===== config.mk =====
export PLATFORM = sky130hd
export DESIGN_NAME = lsu
export DESIGN_NICKNAME = d
export VERILOG_FILES = /design/src/rtl/lsu_pkg.sv /design/src/rtl/lsu_align.sv /design/src/rtl/lsu.sv
export SDC_FILE = /design/constraint.sdc
export NUM_CORES = 1
export LEC_CHECK = 0
export CORE_ASPECT_RATIO = 1.75
export CORE_MARGIN = 10
export CORE_UTILIZATION = 51
export CTS_CLUSTER_SIZE = 12
export DETAILED_ROUTE_END_ITERATION = 10
export GPL_TIMING_DRIVEN = 1
export PLACE_DENSITY = 0.87
export SLEW_MARGIN = 10
export SYNTH_ARGS = -nofsm -noshare
export SYNTH_HDL_FRONTEND = slang
export SYNTH_SLANG_ARGS = --single-unit

===== constraint.sdc =====
create_clock -name clk -period 11 [get_ports clk]
set_input_delay 2.75 -clock clk [delete_from_list [all_inputs] [get_ports clk]]
set_output_delay 2.75 -clock clk [all_outputs]
set_load 0.01 [all_outputs]

===== src/rtl/lsu_pkg.sv =====
// Shared types and op-decode helpers for the load/store unit.
package lsu_pkg;

  localparam int MEMOP_WIDTH = 4;

  typedef enum logic [MEMOP_WIDTH-1:0] {
    MEM_NONE,
    MEM_LB,
    MEM_LH,
    MEM_LW,
    MEM_LD,
    MEM_LBU,
    MEM_LHU,
    MEM_LWU,
    MEM_SB,
    MEM_SH,
    MEM_SW,
    MEM_SD
  } memop_t;

  localparam logic [2:0] SIZE_B = 3'd0;
  localparam logic [2:0] SIZE_H = 3'd1;
  localparam logic [2:0] SIZE_W = 3'd2;
  localparam logic [2:0] SIZE_D = 3'd3;

  typedef enum logic [1:0] {
    ST_IDLE,
    ST_REQ,
    ST_WAIT,
    ST_DONE
  } lsu_state_t;

  function automatic logic is_load(input memop_t op);
    return op inside {MEM_LB, MEM_LH, MEM_LW, MEM_LD, MEM_LBU, MEM_LHU, MEM_LWU};
  endfunction

  function automatic logic is_store(input memop_t op);
    return op inside {MEM_SB, MEM_SH, MEM_SW, MEM_SD};
  endfunction

  function automatic logic [2:0] op_size(input memop_t op);
    case (op)
      MEM_LB, MEM_LBU, MEM_SB: op_size = SIZE_B;
      MEM_LH, MEM_LHU, MEM_SH: op_size = SIZE_H;
      MEM_LW, MEM_LWU, MEM_SW: op_size = SIZE_W;
      default:                 op_size = SIZE_D;
    endcase
  endfunction

  function automatic logic op_signed(input memop_t op);
    return op inside {MEM_LB, MEM_LH, MEM_LW};
  endfunction

endpackage


===== src/rtl/lsu_align.sv =====
// Byte-lane steering: store data/strobe placement and load extract/extend.
module lsu_align
  import lsu_pkg::*;
#(
  parameter int XLEN  = 64,
  parameter int NBYTE = XLEN / 8
) (
  input  memop_t            op,
  input  logic [2:0]        offset,
  input  logic [XLEN-1:0]   wdata,
  input  logic [XLEN-1:0]   rdata,
  output logic [XLEN-1:0]   st_data,
  output logic [NBYTE-1:0]  st_strobe,
  output logic [XLEN-1:0]   ld_data
);

  logic [5:0]         shamt;
  logic [2:0]         size;
  logic [3:0]         nbytes;
  logic [NBYTE:0]     byte_mask;
  logic [2*NBYTE-1:0] strobe_wide;
  logic [XLEN-1:0]    shifted;
  logic               sgn;

  assign shamt = {offset, 3'b000};
  assign size  = op_size(op);
  assign sgn   = op_signed(op);

  // Lanes and strobes past the 8-byte beat are simply dropped.
  always_comb begin
    st_data     = wdata << shamt;
    nbytes      = 4'd1 << size;
    byte_mask   = ((NBYTE+1)'(1) << nbytes) - (NBYTE+1)'(1);
    strobe_wide = {{NBYTE{1'b0}}, byte_mask[NBYTE-1:0]} << offset;
    st_strobe   = is_store(op) ? strobe_wide[NBYTE-1:0] : '0;
  end

  always_comb begin
    shifted = rdata >> shamt;
    case (size)
      SIZE_B:  ld_data = sgn ? XLEN'($signed(shifted[7:0]))  : XLEN'(shifted[7:0]);
      SIZE_H:  ld_data = sgn ? XLEN'($signed(shifted[15:0])) : XLEN'(shifted[15:0]);
      SIZE_W:  ld_data = sgn ? XLEN'($signed(shifted[31:0])) : XLEN'(shifted[31:0]);
      default: ld_data = shifted;
    endcase
  end

endmodule


===== src/rtl/lsu.sv =====
// Load/store stage: one bus transaction per memory op, result to writeback.
// Optional misaligned-access trap enabled by defining MISALIGN_TRAP_EN.
module lsu
  import lsu_pkg::*;
#(
  parameter int XLEN  = 64,
  parameter int NBYTE = XLEN / 8
) (
  input  logic              clk,
  input  logic              rst,
  input  logic              lsu_valid,
  input  logic [XLEN-1:0]   addr,
  input  logic [XLEN-1:0]   wdata,
  input  memop_t            mem_op,
  output logic [XLEN-1:0]   lsu_out,
  output logic              lsu_finish,
  output logic              lsu_busy,
  output logic              dreq_valid,
  output logic [XLEN-1:0]   dreq_addr,
  output logic [2:0]        dreq_size,
  output logic [NBYTE-1:0]  dreq_strobe,
  output logic [XLEN-1:0]   dreq_data,
  input  logic              dresp_addr_ok,
  input  logic              dresp_data_ok,
  input  logic [XLEN-1:0]   dresp_data
`ifdef MISALIGN_TRAP_EN
  ,
  output logic              misalign
`endif
);

  lsu_state_t        state, state_d;
  memop_t            op_q;
  logic [2:0]        off_q;
  memop_t            align_op;
  logic [2:0]        align_off;
  logic [XLEN-1:0]   st_data;
  logic [NBYTE-1:0]  st_strobe;
  logic [XLEN-1:0]   ld_data;
  logic              is_mem_in;
  logic              trap;

  assign is_mem_in = is_load(mem_op) | is_store(mem_op);

`ifdef MISALIGN_TRAP_EN
  logic [2:0] amask;
  logic       mis_q;
  assign amask    = 3'((4'd1 << op_size(mem_op)) - 4'd1);
  assign trap     = is_mem_in & (|(addr[2:0] & amask));
  assign misalign = mis_q;
`else
  assign trap = 1'b0;
`endif

  // The single aligner serves the incoming op in IDLE, the latched op afterwards.
  assign align_op  = (state == ST_IDLE) ? mem_op    : op_q;
  assign align_off = (state == ST_IDLE) ? addr[2:0] : off_q;

  lsu_align #(.XLEN(XLEN), .NBYTE(NBYTE)) u_align (
    .op        (align_op),
    .offset    (align_off),
    .wdata     (wdata),
    .rdata     (dresp_data),
    .st_data   (st_data),
    .st_strobe (st_strobe),
    .ld_data   (ld_data)
  );

  always_ff @(posedge clk or posedge rst) begin
    if (rst) state <= ST_IDLE;
    else     state <= state_d;
  end

  always_comb begin
    state_d    = state;
    lsu_finish = 1'b0;
    lsu_busy   = (state != ST_IDLE);
    dreq_valid = 1'b0;
    case (state)
      ST_IDLE: begin
        if (lsu_valid) state_d = (!is_mem_in || trap) ? ST_DONE : ST_REQ;
      end
      ST_REQ: begin
        dreq_valid = 1'b1;
        // A data_ok without addr_ok implies the address was taken as well.
        if (dresp_data_ok)      state_d = ST_DONE;
        else if (dresp_addr_ok) state_d = ST_WAIT;
      end
      ST_WAIT: begin
        if (dresp_data_ok) state_d = ST_DONE;
      end
      ST_DONE: begin
        lsu_finish = 1'b1;
        state_d    = ST_IDLE;
      end
      default: state_d = ST_IDLE;
    endcase
  end

  always_ff @(posedge clk or posedge rst) begin
    if (rst) begin
      op_q        <= MEM_NONE;
      off_q       <= '0;
      lsu_out     <= '0;
      dreq_addr   <= '0;
      dreq_size   <= '0;
      dreq_strobe <= '0;
      dreq_data   <= '0;
`ifdef MISALIGN_TRAP_EN
      mis_q       <= 1'b0;
`endif
    end else begin
      case (state)
        ST_IDLE: begin
          if (lsu_valid) begin
            op_q  <= mem_op;
            off_q <= addr[2:0];
`ifdef MISALIGN_TRAP_EN
            mis_q <= trap;
`endif
            if (!is_mem_in || trap) begin
              lsu_out <= addr;
            end else begin
              dreq_addr   <= {addr[XLEN-1:3], 3'b000};
              dreq_size   <= op_size(mem_op);
              dreq_strobe <= st_strobe;
              dreq_data   <= st_data;
            end
          end
        end
        ST_REQ, ST_WAIT: begin
          if (dresp_data_ok) lsu_out <= is_load(op_q) ? ld_data : '0;
        end
        ST_DONE: begin
`ifdef MISALIGN_TRAP_EN
          mis_q <= 1'b0;
`endif
        end
        default: ;
      endcase
    end
  end

endmodule

==> results of run 1 <==
==> synth_stat cells (4+ instances only) <==
cell,instances
a211oi_1,11
a21o_1,17
a21oi_1,86
a22o_1,17
a22oi_1,10
a31oi_1,25
a32oi_1,6
and2_1,4
and3_1,69
buf_1,9
buf_2,12
buf_4,4
clkbuf_1,89
dfrtp_1,208
ha_1,13
inv_1,10
mux2_2,74
mux2i_1,92
mux4_2,9
nand2_1,241
nand3_1,37
nor2_1,59
nor3_1,9
o211ai_1,19
o21a_1,4
o21ai_0,74
o21ai_2,10
o221ai_1,23
o22a_1,5
o22ai_1,20
o2bb2ai_1,6
o31ai_1,9
o41ai_1,4
==> cells by family (layout without fill, tap and decap cells) <==
group / Yosys count / in the layout / synth area share, %
muxes: 181 / 181 / 16.6
other: 1 / 14 / 0.0305
AOI/OAI and AO/OA: 362 / 362 / 19.5
adders and majority gates: 13 / 13 / 1.32
buffers and inverters: 127 / 457 / 4.31
DFF: 208 / 208 / 42.4
and+or+nand+nor: 434 / 434 / 15.8
==> area by class of cell <==
type                            instances  area, um2  share of cell area (%)
Inverter                               10       45.0                   0.265
Clock inverter                          3       18.8                   0.110
Timing Repair Buffer                  422       4170                    24.5
Sequential cell                       208       5200                    30.6
Clock buffer                           22        539                    3.17
Multi-Input combinational cell        994       6620                    38.9
Antenna cell                           10       25.0                   0.147
Tap cell                              308        385                    2.27
==> worst max-delay path by stage <==
| stage | from | end | slack (ns) |
|---|---|---|---|
| 2_1_floorplan | rst | dreq_addr[10] | 2.57 |
| 3_3_place_gp | addr[1] | lsu_out[62] | 4.22 |
| 3_5_place_dp | addr[1] | lsu_out[56] | 4.09 |
| 4_1_cts | addr[1] | lsu_out[56] | 4.65 |
| 5_1_grt | addr[1] | lsu_out[59] | 4.24 |
| 6_report | addr[1] | lsu_out[61] | 4.50 |
==> flip-flops by register name (all words and copies together), names as in the netlist <==
register	count
dreq_data	64
lsu_out	64
dreq_addr	61
dreq_strobe	8
op_q	4
off_q	3
dreq_size	2
state	2
==> worst reg2reg max path, stage by stage, from the launching register on <==
cell     delay, ns
dfrtp_1       0.44
inv_1         0.14
ha_1          0.27
mux2i_4       0.25
buf_4         0.32
buf_4         0.79
nand2_1       0.61
buf_4         0.38
nor2_1        0.90
a21o_1        0.24
nand2_1       0.06
o21ai_0       0.19
==> routing by layer <==
metal  GRT usage, %  up-vias
met5              0        -
met2           54.8      737
met4           23.0        4
li1               -     5490
met3           7.81      175
met1           34.1     6041
==> power breakdown <==
part | switching, mW | leakage (nW) | total [mW] | internal (mW)
combinational | 2.26 | 4.52 | 3.93 | 1.66
sequential | 0.233 | 2.61 | 1.37 | 1.13
clock | 0.297 | 0.278 | 0.644 | 0.346
==> summary.txt, run 1 <==
Die
  – Initial Util: 51.5%
  – I/O Pins: between 400 and 500
  – Die height: 225 um
  – Site Rows: between 70 and 80
  – Core area: around 24000 um2
  – Die width: about 140 um
  – Die area: between 30000 and 40000 um2

Setup path
  – Data arrival, critical path: 6.93 ns
  – Crit path largest cell delay: approximately 0.9 ns
  – CP max FO: around 70
  – Crit-path cells: clkdlybuf4s50_1 > mux2i_4 > buf_4 > buf_4 > nand2_1 > buf_4 > nor2_1 > a21o_1 > nand2_1 > o21ai_0
  – CP endpoint kind: register
  – Worst path depth: 10
  – Crit path max-delay family: buffers and inverters
  – R2r endpoint: lsu_out[61]
  – Most frequent CP cell: buf_4
  – Reg2reg start: state[0]
  – CP Launch Type: primary input
  – WP data required: approximately 11 ns
  – FF-to-FF setup slack: 6.34 ns
  – R2R cell count: 11
  – CP max-delay cell: nor2_1
  – Buf/Inv on CP: 4
  – Kind of critical path: in -> reg

Detailed routing
  – Antenna viol nets, final: 0
  – DR WL met2: 26100 um
  – Met1 Wirelength: ~17000 um
  – DR vias: about 12000
  – 1st-iter DRT viols: roughly 1400
  – # DRC: 0
  – Per-cell routed wire length: between 20 and 30 um
  – Via-to-Cell Ratio: 6.30
  – WL met3: 4830 um
  – DR pass1 iterations: 5
  – Final WL: between 50000 and 60000 um
  – DR top layer: met5

Clock tree
  – Postcts setup bufs: 0
  – Post_cts resized: 0
  – Reg clk slew, reported paths: around 0.060 ns
  – Clock buffer depth: 3
  – Sink Count: 208
  – H-tree depth: 1
  – Root Driver: clkbuf_16
  – CTS Buf Count: 21
  – CTS Hold Buffers Added: 0
  – CTS tree: yes
  – Worst skew pair latency: roughly 0.52 ns

Global routing
  – Wire length of the first global-routing pass: 76900 um
  – Remaining Overflow, GRT: 0
  – Vias in the first global route: around 13000
  – Largest net degree at the start of global routing: 130
  – Initial antenna violation count: 10
  – Global-route usage over all layers: roughly a third

STA
  – Worst-Margin Slew: about 1.2 ns
  – Unrepaired setup endpoints after global routing: no
  – Max Freq: about 150 MHz
  – Fin Hold WS: between 0.4 and 0.5 ns
  – Final setup margin: 4.50 ns
  – Setup TNS: 0 ns
  – Final Setup Violations: 0
  – Clk_skew: between 0.02 and 0.025 ns
  – Hold Vio Cnt, Final: 0
  – Headroom to the max-slew limit: ~22%
  – Tcrit/Tclk final: around 59%
  – Pins Over Slew Limit: 0
  – Post-route minimum period: 6.50 ns

Finish
  – Commonest non-fill, non-tap cell in the layout: clkdlybuf4s50_1
  – Fillers: around 1800
  – Share of layout cells above drive strength 1: about a tenth
  – Final non-filler cell area: around 17000 um2
  – Area growth from synthesis to layout: 38.5%
  – Highest-count cells in the layout ignoring fill and taps: 402 x clkdlybuf4s50_1, 241 x nand2_1, 208 x dfrtp_1
  – Cell Count, Final, Fillers Out: about 2000
  – Post-Route Utilization: a little under three quarters
  – Layout Nets: about 1900

Synth
  – Area share of the largest cell type after synthesis: between 40 and 50%
  – Synth warn: 0
  – Post-Syn Instances: 1326
  – Leading area contributor after synthesis: dfrtp_1
  – Synth top area cells: dfrtp_1 42%, mux2i_1 7.5%, nand2_1 7.4%, mux2_2 6.8%, and3_1 3.5%
  – Sequential area share after synthesis: 42.4%
  – Synthesized cell area: between 10000 and 15000 um2
  – Share of synthesized flip-flops with an asynchronous set or reset: between 90% and 100%
  – Ys flop type: dfrtp_1
  – Synthesized area per cell: about 9 um2
  – Synth cell types: 61
  – Count of flip-flops with a built-in enable after synthesis: 0
  – Yosys reg bits: approximately 210

Placed design
  – DP Cell Count: roughly 1900
  – I/O Buffers: 402
  – Placed inst area: approximately 16000 um2
  – Pre-CTS setup slack: between 4 and 5 ns
  – RD Place Congestion: between 0.9 and 1
  – Post-DP HPWL: slightly below 40000 um

Run status
  – Outcome: finished clean

Worst hold path
  – Hold Path Class: reg -> reg
  – Hold_sp: dreq_strobe[1]
  – Hold Crit Depth: 2
  – Hold Path Sink: dreq_strobe[1]

Power
  – Total Power: approximately 6 mW
  – Power Density: ~350 nW/um2
  – Worst IR Drop VDD: roughly 220 uV
  – Leakage: between 7 and 8 nW

Run
  – # Max-Cap Violations: 0
Power figures use the tool's default switching activity.
==> inputs of run 2 (changes only) <==
--- a/config.mk
+++ b/config.mk
@@ -7,11 +7,11 @@
 export LEC_CHECK = 0
 export CORE_ASPECT_RATIO = 1.75
 export CORE_MARGIN = 10
-export CORE_UTILIZATION = 51
+export CORE_UTILIZATION = 47
 export CTS_CLUSTER_SIZE = 12
 export DETAILED_ROUTE_END_ITERATION = 10
 export GPL_TIMING_DRIVEN = 1
-export PLACE_DENSITY = 0.87
+export PLACE_DENSITY = 0.81
 export SLEW_MARGIN = 10
 export SYNTH_ARGS = -nofsm -noshare
 export SYNTH_HDL_FRONTEND = slang
==> constraint.sdc (replaced) <==
create_clock -name clk -period 6 [get_ports clk]
set_input_delay 1.5 -clock clk [delete_from_list [all_inputs] [get_ports clk]]
set_output_delay 1.5 -clock clk [all_outputs]
set_load 0.01 [all_outputs]
==> summary.txt, run 2 (synthesis gave the netlist of run 1 again) <==
Run status
  – Outcome: finished clean (unchanged)

Clock tree
  – Root Driver: clkbuf_16 (unchanged)
  – Sink Count: 208 (unchanged)
  – CTS Hold Buffers Added: 0 (unchanged)
  – H-tree depth: 1 (unchanged)
  – Reg clk slew, reported paths: 0.06 ns (about the same)
  – CTS tree: yes (unchanged)
  – Clock buffer depth: 3 (unchanged)
  – CTS Buf Count: 22 (was 21)
  – Worst skew pair latency: 0.53 ns (was 0.52 ns)
  – Post_cts resized: 0 (unchanged)
  – Postcts setup bufs: 0 (unchanged)

Setup path
  – WP data required: 6.36 ns (was 11.43 ns)
  – Crit path max-delay family: multiplexers (was buffers and inverters)
  – CP Launch Type: primary input (unchanged)
  – FF-to-FF setup slack: 2.05 ns (was 6.34 ns)
  – Buf/Inv on CP: 1 (was 4)
  – R2R cell count: 9 (was 11)
  – Crit-path cells: clkdlybuf4s50_1 > mux2_2 > mux4_2 > mux2i_2 > nor3_4 > o31ai_4 > o21ai_0 (was clkdlybuf4s50_1 > mux2i_4 > buf_4 > buf_4 > nand2_1 > buf_4 > nor2_1 > a21o_1 > nand2_1 > o21ai_0)
  – CP max-delay cell: o31ai_4 (was nor2_1)
  – Kind of critical path: in -> reg (unchanged)
  – R2r endpoint: lsu_out[45] (was lsu_out[61])
  – Crit path largest cell delay: 0.82 ns (was 0.90 ns)
  – Reg2reg start: state[0] (unchanged)
  – CP endpoint kind: register (unchanged)
  – CP max FO: 34 (was 71)
  – Data arrival, critical path: 4.69 ns (was 6.93 ns)

STA
  – Worst-Margin Slew: 1.04 ns (was 1.16 ns)
  – Tcrit/Tclk final: between 70 and 80%
  – Headroom to the max-slew limit: 30.3% (was 22.4%)
  – Hold Vio Cnt, Final: 0 (unchanged)
  – Clk_skew: 0.0153 ns (was 0.0208 ns)
  – Post-route minimum period: ~4.3 ns
  – Pins Over Slew Limit: 0 (unchanged)
  – Max Freq: around 230 MHz
  – Unrepaired setup endpoints after global routing: no (unchanged)
  – Setup TNS: 0 ns (unchanged)
  – Final Setup Violations: 0 (unchanged)

Detailed routing
  – Per-cell routed wire length: 26.2 um (about the same)
  – DR pass1 iterations: 8 (was 5)
  – Antenna viol nets, final: 0 (unchanged)
  – Via-to-Cell Ratio: 6.12 (was 6.30)
  – Final WL: 52300 um (was 51800 um)
  – 1st-iter DRT viols: 1234 (was 1432)
  – # DRC: 0 (unchanged)
  – DR vias: 12200 (was 12400)

Finish
  – Highest-count cells in the layout ignoring fill and taps: 402 x clkdlybuf4s50_1, 241 x nand2_1, 208 x dfrtp_1 (unchanged)
  – Top flop regs: dreq_data: 64 flops, lsu_out: 64 flops, dreq_addr: 61 flops (unchanged)
  – Share of layout cells above drive strength 1: 10.3% (was 9.70%)
  – Layout Nets: 1876 (was 1871)
  – Area growth from synthesis to layout: 40.3% (was 38.5%)
  – Commonest non-fill, non-tap cell in the layout: clkdlybuf4s50_1 (unchanged)

Worst hold path
  – Hold_sp: dreq_data[4] (was dreq_strobe[1])
  – Hold Path Sink: dreq_data[4] (was dreq_strobe[1])
  – Hold Crit Depth: 2 (unchanged)
  – Hold Path Class: reg -> reg (unchanged)

Die
  – Core area: 25900 um2 (was 23800 um2)
  – Initial Util: 47.5% (was 51.5%)
  – Die area: 33300 um2 (was 30900 um2)
  – Die width: 142 um (was 137 um)
  – I/O Pins: 407 (unchanged)
  – Die height: 234 um (was 225 um)
  – Site Rows: 78 (was 75)

Power
  – Leakage: 7.50 nW (was 7.40 nW)
  – Power Density: 642 nW/um2 (was 349 nW/um2)
  – Worst IR Drop VDD: 383 uV (was 218 uV)
  – Total Power: 11.1 mW (was 5.94 mW)

Placed design
  – Post-DP HPWL: 39700 um (was 39000 um)
  – RD Place Congestion: 0.992 (was 0.947)
  – I/O Buffers: 402 (unchanged)

Global routing
  – Largest net degree at the start of global routing: 135 (was 130)
  – GRT busiest layer: met2 (unchanged)
  – Global-route usage over all layers: 29.8% (was 32.4%)
  – Grt met3 use: 6.14% (was 7.81%)
  – Remaining Overflow, GRT: 0 (unchanged)
  – Initial antenna violation count: 5 (was 10)
  – GR Util met2: 51.4% (was 54.8%)
  – Vias in the first global route: 12500 (about the same)
  – Wire length of the first global-routing pass: 76500 um (was 76900 um)
  – M1 GR Usage: 31.8% (was 34.1%)

Run
  – # Max-Cap Violations: 0 (unchanged)
-- run 2: changes by cell type in the layout (fill, tap and decap cells not counted), moves of 2 or more --
cell       previous run  this run
clkbuf_1              0         2
clkbuf_16            21        23
buf_12                0         4
clkbuf_8              1         4
-- run 2: final cells by class --
| type | count | area [um2] |
|---|---|---|
| Fill cell | 2076 | 8630 |
| Multi-Input combinational cell | 994 | 6630 |
| Sequential cell | 208 | 5200 |
| Timing Repair Buffer | 426 | 4250 |
| Clock buffer | 29 | 638 |
| Tap cell | 320 | 400 |
| Inverter | 10 | 41.3 |
| Clock inverter | 3 | 40.0 |
| Antenna cell | 9 | 22.5 |
-- run 2: power breakdown --
| part | switching, mW | internal, mW | leakage (nW) |
|---|---|---|---|
| Sequential | 0.404 | 2.08 | 2.61 |
| Combinational | 4.17 | 3.07 | 4.56 |
| Clock | 0.569 | 0.778 | 0.337 |
| Total | 5.14 | 5.92 | 7.50 |
-- run 2: tightest hold or removal path, delay by kind of cell (launching register included) --
family             cells  cell delay [ns]
and+or+nand+nor        1             0.05
DFF                    1             0.34
AOI/OAI and AO/OA      1             0.06
-- run 2: how the worst max path moves through the flow --
stage                       start       endpoint  depth (start not counted)
after floorplan               rst  dreq_addr[10]                          1
after global placement    addr[1]    lsu_out[44]                          8
after detailed placement  addr[1]    lsu_out[45]                          7
after CTS                 addr[1]    lsu_out[45]                          7
after global routing      addr[1]    lsu_out[42]                          7
final                     addr[1]    lsu_out[45]                          7
-- run 2: per-stage QoR --
step,worst slack (ns),hold slack (ns),utilization [%],cells,instance area (um2)
2_1_floorplan,1.80,0.469,-,1329,12300
4_1_cts,1.75,0.479,66.5,1990,17200
6_report,1.68,0.476,66.6,1999,17200
3_5_place_dp,1.20,0.465,63.9,1958,16500
3_3_place_gp,1.32,0.461,63.9,1958,16500
5_1_grt,1.57,0.494,66.6,1993,17200
-- run 2: routing by layer --
layer / part of all wire [%] / vias to the layer above
met5: 0.025 / -
met4: 7.4 / 2
met3: 8.4 / 157
met2: 50 / 653
met1: 34 / 5924
li1: - / 5498
